`config.mk`:
```
export PLATFORM = sky130hd
export DESIGN_NAME = rr_arbiter_param
export DESIGN_NICKNAME = d
export VERILOG_FILES = /design/src/rtl/rr_arbiter_param.sv
export SDC_FILE = /design/constraint.sdc
export NUM_CORES = 1
export LEC_CHECK = 0
export CORE_AREA = 2 2 44 46
export DETAILED_ROUTE_END_ITERATION = 16
export DIE_AREA = 0 0 46 48
export PLACE_DENSITY = 0.78
export SLEW_MARGIN = 20
export SYNTH_ARGS = -nofsm -noshare
export SYNTH_HDL_FRONTEND = slang
export SYNTH_SLANG_ARGS = --single-unit
```
`constraint.sdc`:
```
create_clock -name clk -period 1.9 [get_ports clk]
set_input_delay 0.38 -clock clk [delete_from_list [all_inputs] [get_ports clk]]
set_output_delay 0.38 -clock clk [all_outputs]
set_load 0.05 [all_outputs]
```
`src/rtl/rr_arbiter_param.sv`:
```
// N-requester grant arbiter with runtime round-robin / fixed-priority selection,
// grant hold while the owner keeps requesting, and an optional per-ownership burst limit.
module rr_arbiter_param #(
    parameter int N        = 4,
    parameter int MAX_HOLD = 0,
    parameter int ID_W     = $clog2(N)
) (
    input  logic            clk,
    input  logic            rstn,
    input  logic [N-1:0]    req,
    input  logic            prio_mode,
    output logic [N-1:0]    gnt,
    output logic [ID_W-1:0] gnt_id,
    output logic            gnt_valid,
    output logic            hold_expire
);

    typedef enum logic {
        IDLE  = 1'b0,
        OWNED = 1'b1
    } state_t;

    localparam logic [ID_W-1:0] LAST_RST  = ID_W'(N - 1);
    localparam bit              HOLD_EN   = (MAX_HOLD != 0);
    localparam logic [7:0]      HOLD_LAST = HOLD_EN ? 8'(MAX_HOLD - 1) : 8'd0;

    state_t          state_reg, state_next;
    logic [N-1:0]    gnt_reg, gnt_next;
    logic [ID_W-1:0] owner_reg, owner_next;
    logic [ID_W-1:0] last_reg, last_next;
    logic [7:0]      hold_cnt_reg, hold_cnt_next;
    logic            expire_reg, expire_next;

    logic [N-1:0]    owner_mask;
    logic [N-1:0]    cand;
    logic [ID_W:0]   rr_res, fp_res, pick;
    logic            win_found;
    logic [ID_W-1:0] win_id;
    logic            owner_req;

    // Round-robin: first set bit strictly after 'last', wrapping at N-1 (not at 2**ID_W).
    function automatic logic [ID_W:0] rr_pick(input logic [N-1:0] c, input logic [ID_W-1:0] last);
        logic [ID_W:0] res;
        logic [ID_W:0] idx;
        res = '0;
        for (int k = N; k >= 1; k--) begin
            idx = {1'b0, last} + (ID_W+1)'(k);
            if (idx >= (ID_W+1)'(N))
                idx = idx - (ID_W+1)'(N);
            if (c[idx[ID_W-1:0]])
                res = {1'b1, idx[ID_W-1:0]};
        end
        return res;
    endfunction

    function automatic logic [ID_W:0] fp_pick(input logic [N-1:0] c);
        logic [ID_W:0] res;
        res = '0;
        for (int k = N - 1; k >= 0; k--) begin
            if (c[k])
                res = {1'b1, ID_W'(k)};
        end
        return res;
    endfunction

    generate
        for (genvar gi = 0; gi < N; gi++) begin : g_owner_mask
            assign owner_mask[gi] = (owner_reg == ID_W'(gi));
        end
    endgenerate

    // While owned, the current owner never competes in a decision.
    assign cand      = (state_reg == OWNED) ? (req & ~owner_mask) : req;
    assign owner_req = |(req & owner_mask);
    assign rr_res    = rr_pick(cand, last_reg);
    assign fp_res    = fp_pick(cand);
    assign pick      = prio_mode ? fp_res : rr_res;
    assign win_found = pick[ID_W];
    assign win_id    = pick[ID_W-1:0];

    always_ff @(posedge clk or negedge rstn) begin
        if (!rstn) begin
            state_reg    <= IDLE;
            gnt_reg      <= '0;
            owner_reg    <= '0;
            last_reg     <= LAST_RST;
            hold_cnt_reg <= 8'd0;
            expire_reg   <= 1'b0;
        end else begin
            state_reg    <= state_next;
            gnt_reg      <= gnt_next;
            owner_reg    <= owner_next;
            last_reg     <= last_next;
            hold_cnt_reg <= hold_cnt_next;
            expire_reg   <= expire_next;
        end
    end

    always_comb begin
        state_next    = state_reg;
        gnt_next      = gnt_reg;
        owner_next    = owner_reg;
        last_next     = last_reg;
        hold_cnt_next = hold_cnt_reg;
        expire_next   = 1'b0;
        case (state_reg)
            IDLE: begin
                hold_cnt_next = 8'd0;
                if (win_found) begin
                    state_next = OWNED;
                    gnt_next   = N'(1) << win_id;
                    owner_next = win_id;
                    last_next  = win_id;
                end
            end
            OWNED: begin
                if (!owner_req) begin
                    hold_cnt_next = 8'd0;
                    if (win_found) begin
                        gnt_next   = N'(1) << win_id;
                        owner_next = win_id;
                        last_next  = win_id;
                    end else begin
                        state_next = IDLE;
                        gnt_next   = '0;
                        owner_next = '0;
                    end
                end else if (HOLD_EN && (hold_cnt_reg == HOLD_LAST)) begin
                    // Burst limit hit: hand over if anyone else waits, else restart the burst.
                    hold_cnt_next = 8'd0;
                    if (win_found) begin
                        gnt_next    = N'(1) << win_id;
                        owner_next  = win_id;
                        last_next   = win_id;
                        expire_next = 1'b1;
                    end
                end else begin
                    hold_cnt_next = hold_cnt_reg + 8'd1;
                end
            end
            default: begin
                state_next = IDLE;
                gnt_next   = '0;
                owner_next = '0;
            end
        endcase
    end

    always_comb begin
        gnt         = gnt_reg;
        gnt_id      = owner_reg;
        gnt_valid   = (state_reg == OWNED);
        hold_expire = expire_reg;
    end

endmodule

```
# Word level (Yosys, flattened, before mapping)
# Index checks and enable logic that the tools add are counted.
# totals
elab_cells	69
register_bits	9
output_inout_bits	8
# op_classes
reduce_logical	3
shift	1
n_eq_ne	5
muxes	36
bitwise	4
n_lt_le_gt_ge	8
n_addsub	8
# ops
cell	count
3-bit 2-to-1 mux	9
2-bit 2-to-1 mux	9
4-bit 2-to-1 mux	4
3-bit >= comparator (second input constant)	4
2-bit by 3-bit < comparator with 1-bit output (second input constant)	4
4-bit bitwise AND	2
1-bit binary-select mux with 2-bit select	4
2-bit one-hot mux with 2 select lines	2
4-bit one-hot mux with 2 select lines	1
2-bit by 1-bit subtractor with 2-bit output (second input constant)	4
2-bit by 2-bit adder with 3-bit output (second input constant)	2
1-bit 2-to-1 mux	6
2-bit == test (second input constant)	2
2-bit inequality test (second input constant)	2
4-bit NOT	1
4-bit OR reduction	1
1-bit by 2-bit left shift with 4-bit output (first input constant)	1
2-bit by 1-bit adder with 3-bit output (second input constant)	1
2-bit by 3-bit adder with 3-bit output (second input constant)	1
2-bit by 1-bit == test with 1-bit output (second input constant)	1
2-bit logical NOT	1
1-bit one-hot mux with 2 select lines	1
2-bit AND reduction	1
1-bit NOT	1

# Logic depth before layout (Yosys ltp)
# logic_depth
ltp_word	15
ltp_mapped	6
depth_no_buf	5

# Worst setup path before layout
# OpenSTA, ideal clock, no wires.
# synth_timing
kind	register -> register
startpoint	register owner_reg[1], in the netlist gnt_id[1]
endpoint	register gnt_reg[3], in the netlist gnt[3]
path_stages_with_launch	7
setup_time_ns	0.119
arrival_time_ns	2.028
slack_ns	-0.247
synth_period_minus_slack_ns	2.147
cell_sequence	dfrtp_1 buf_6 mux4_2 nand2_2 o21ai_4 a311oi_4 o21ba_1
# synth_via
elab_chain_cells	15
elab_cells_between_ends	34
classes_between	5 x eq/ne; 1 x shift; 22 x mux; 3 x bitwise; 3 x reduce/logical
# synth_rtl
element	line_no	rtl
from (decl)	29	logic [ID_W-1:0] owner_reg, owner_next;
from (signal assigned)	92	owner_reg <= owner_next;
2-bit by 1-bit == test with 1-bit output (tied with other cells)	68	assign owner_mask[gi] = (owner_reg == ID_W'(gi));
4-bit NOT	73	assign cand = (state_reg == OWNED) ? (req & ~owner_mask) : req;
4-bit bitwise AND	73	
4-bit 2-to-1 mux	73	
1-bit binary-select mux with 2-bit select	50	if (c[idx[ID_W-1:0]])
1-bit 2-to-1 mux (implied by the code)	50	
3-bit 2-to-1 mux (4 in series)	50	
3-bit 2-to-1 mux	77	assign pick = prio_mode ? fp_res : rr_res;
1-bit by 2-bit left shift with 4-bit output	111, 120	
4-bit 2-to-1 mux	119	if (win_found) begin
4-bit 2-to-1 mux	117	if (!owner_req) begin
4-bit one-hot mux with 2 select lines	106	case (state_reg)
to (signal assigned)	91	gnt_reg <= gnt_next;
to (decl)	28	logic [N-1:0] gnt_reg, gnt_next;
# Several ways; a longest one is shown, not always the timed one. The select of a mux whose other input is x is not followed.
# A chain may end at the register's enable or synchronous reset.

# Final worst setup path
# layout_timing
startpoint	input req[0]
endpoint	register gnt_reg[3], in the netlist gnt[3]
# layout_via
elab_chain_cells	13
elab_cells_between_ends	26
classes_between	2 x eq/ne; 1 x shift; 19 x mux; 2 x bitwise; 2 x reduce/logical
# layout_rtl
element	line_no	rtl
from (decl)	10	input logic [N-1:0] req,
4-bit bitwise AND	73	
4-bit 2-to-1 mux	73	
1-bit binary-select mux with 2-bit select	50	
1-bit 2-to-1 mux (implied by the code)	50	
3-bit 2-to-1 mux (4 in series)	50	
3-bit 2-to-1 mux	77	
1-bit by 2-bit left shift with 4-bit output	111, 120	
4-bit 2-to-1 mux	119	
4-bit 2-to-1 mux	117	
4-bit one-hot mux with 2 select lines	106	
# Several ways; a longest one is shown, not always the timed one. The select of a mux whose other input is x is not followed.

==> flow_summary_export.csv <==
group,metric,value,unit
sta,fin_crit,1.85,ns
final_layout,diodes,0,
routing,dr.first_iter.drc_count,10,
routing,via_per_inst,5.52,
clock_network,h-tree-depth,1,
grt,grt_overflow,0,
clock_network,cts-buffers-inserted,3,
synth,ys.flop_type,"dfrtp_1",
synth,synth-seq-area-share,34.8,%
placed_design,io_buffers,13,
pwr,irDropWorstVdd,1.07,mV
setup_path,critPathKind,"primary input to register",
sta,setup-tns-final,0,ns
flow_run,drv_cap,0,
setup_path,r2r_cells,5,
sta,fmax,0.539,GHz
die,fp.dieW,46,um
setup_path,rrSetupSlack,0.06,ns
sta,finalCritPeriodShare,97.6,%
synth,ys_seq_elements,9,
grt,antenna_found_initial,0,
routing,drt-total-wl,1470,um
sta,fin_skew,0.0119,ns
synth,syn_nets,74,
clock_network,cts_tree,"yes",
setup_path,end_kind,"register",
final_layout,largest_reg_flops,4,
die,die_area,2210,um^2
synth,yosysWarnings,0,
final_layout,finalCoreUtilization,52.3,%
routing,drtPass1Iterations,4,
final_layout,fin_area,883,um^2
synth,synth_top_area_share,26.8,%
placed_design,dpl-instance-area,841,um^2
synth,yosysUniqueCellTypes,39,
synth,synthTopCellsByCount,"7 x dfrtp_1, 5 x a21oi_1, 5 x inv_1, 5 x nand2_1",
placed_design,dp_hpwl,1150,um
synth,synth_area,654,um^2
grt,first_global_vias,522,
setup_path,crit_chain,"clkdlybuf4s50_1, mux4_2, nand2_4, o21ai_4, a311oi_4, o21ba_1",
synth,synth_top_cells_by_area,"dfrtp_1 27%, dfstp_2 8.0%, a311oi_4 4.0%",
sta,maxSlewViolCount,0,
clock_network,cts_sinks,9,
clock_network,clock_latency,0.27,ns
setup_path,startpoint_type,"primary input",
sta,worstMarginPinSlew,0.595,ns
pwr,p_total,1.59,mW
synth,synthCells,67,
setup_path,cp.arrival,2.01,ns
setup_path,required,2.05,ns
pwr,p_leak,0.405,nW
grt,grt_pass1_wl,2220,um
synth,syn_avg_cell_area,9.77,um^2
die,pin_count,15,
die,start_util,38.7,%
die,row_count,15,
setup_path,worstReg2RegEnd,"gnt[3]",
worst_hold_path,holdCritPathClass,"primary input to async pin",
pwr,p_per_area,1800,nW/um^2
setup_path,timing.rr.start,"gnt_id[1]",
setup_path,crit_path_max_fanout,6,
routing,wl_per_cell,13.6,um
synth,yosysTopAreaCell,"dfrtp_1",
final_layout,finalNetCount,99,
die,core,1690,um^2
grt,grt_util_all_layers,14.9,%
sta,finalSetupViolCount,0,
setup_path,slowest_delay,0.50,ns
final_layout,area_growth,35.0,%
placed_design,gp_congestion,0.806,
clock_network,postCtsHoldBufs,0,
synth,yosysMostFrequentCell,"dfrtp_1",
routing,vias,596,
setup_path,crit_slowest_cell,"mux4_2",
synth,async_reset_ff_share,100,%
synth,synth-edff-count,0,
grt,grt_max_degree,13,
run_status,status,"completed",
routing,ant_nets,0,
sta,hold_ws,0.397,ns
final_layout,drive_gt1_share,33.0,%
clock_network,cts_buffer_depth,2,
routing,post-route-drc-count,0,
sta,relSlewSlack,59.8,%
clock_network,clkSlewWorstSetupHoldPaths,0.07,ns
clock_network,cts_root_buf,"clkbuf_4",
sta,hold_violations,0,
die,die_h,48,um
## cells in the final DEF, fill, tap and decap left out, types with 2 or more instances in the layout
cell type and count:
a21o_1 3, nor2_1 3, clkdlybuf4s50_1 7, dfrtp_2 3, nand2b_1 2, a21oi_1 5
buf_4 14, o31ai_1 2, a22o_1 2, dfstp_2 2, nand2_1 5, o21bai_1 2
inv_1 5, o21ai_0 2, dlygate4sd2_1 3, clkbuf_4 3, dfrtp_1 4
## critical path: cells and delay by family
kind,cells,cell delay [ns]
simple gates,1,0.10
compound gates,3,0.59
buf+inv,1,0.42
mux,1,0.50
## final cells by class
type	instances	area [um^2]
multi-input cells	49	384
well taps	17	21.3
inverters	5	18.8
fillers	156	806
clock buffers	4	26.3
repair buffers	24	201
flip-flops and latches	9	231
## layer usage
layer	routed length [um]	up-vias	global-route usage, %
met1	675	284	17.1
met5	0	-	0
met4	16	0	6.86
li1	-	296	-
met3	76	3	7.17
met2	704	13	23.6
## power breakdown
part / total, mW / switching [mW] / leakage, nW / internal (mW)
clock network: 0.151 / 0.0703 / 0.0150 / 0.0810
logic: 1.04 / 0.581 / 0.285 / 0.459
registers: 0.394 / 0.0972 / 0.104 / 0.297
total: 1.59 / 0.749 / 0.405 / 0.837
## cells by family after synthesis
logic type             after synthesis  synth area share, %
DFF                                  9                 34.8
buffers and inverters                9                 7.26
and+or+nand+nor                     17                 13.0
AOI/OAI and AO/OA                   29                 39.2
other                                1                0.573
muxes                                2                 5.16
## how the worst max path moves through the flow
stage	from	to	slack, ns	depth (start not counted)
4_1_cts	req[0]	gnt[3]	0.0005	6
3_3_place_gp	req[1]	gnt[3]	-0.32	6
5_1_grt	gnt_id[1]	gnt[3]	-0.003	5
3_5_place_dp	req[3]	gnt[3]	-0.34	6
6_report	req[0]	gnt[3]	0.05	6
2_1_floorplan	gnt_id[1]	gnt[3]	-0.04	6
## per-stage QoR
step	std cells	setup slack (ns)
floorplan	67	-0.0425
global placement	102	-0.323
detailed placement	102	-0.344
CTS	106	0.000451
global route	108	-0.00298
finish	108	0.0451
## what timing repair did
| action | 4_1_cts | 5_1_grt |
|---|---|---|
| buffers inserted | 0 | 2 |
| resized for setup | 4 | 0 |
| endpoints found under the setup margin | 4 | 3 |
| pin swaps | 1 | 1 |
(Power assumes the default switching activity.)
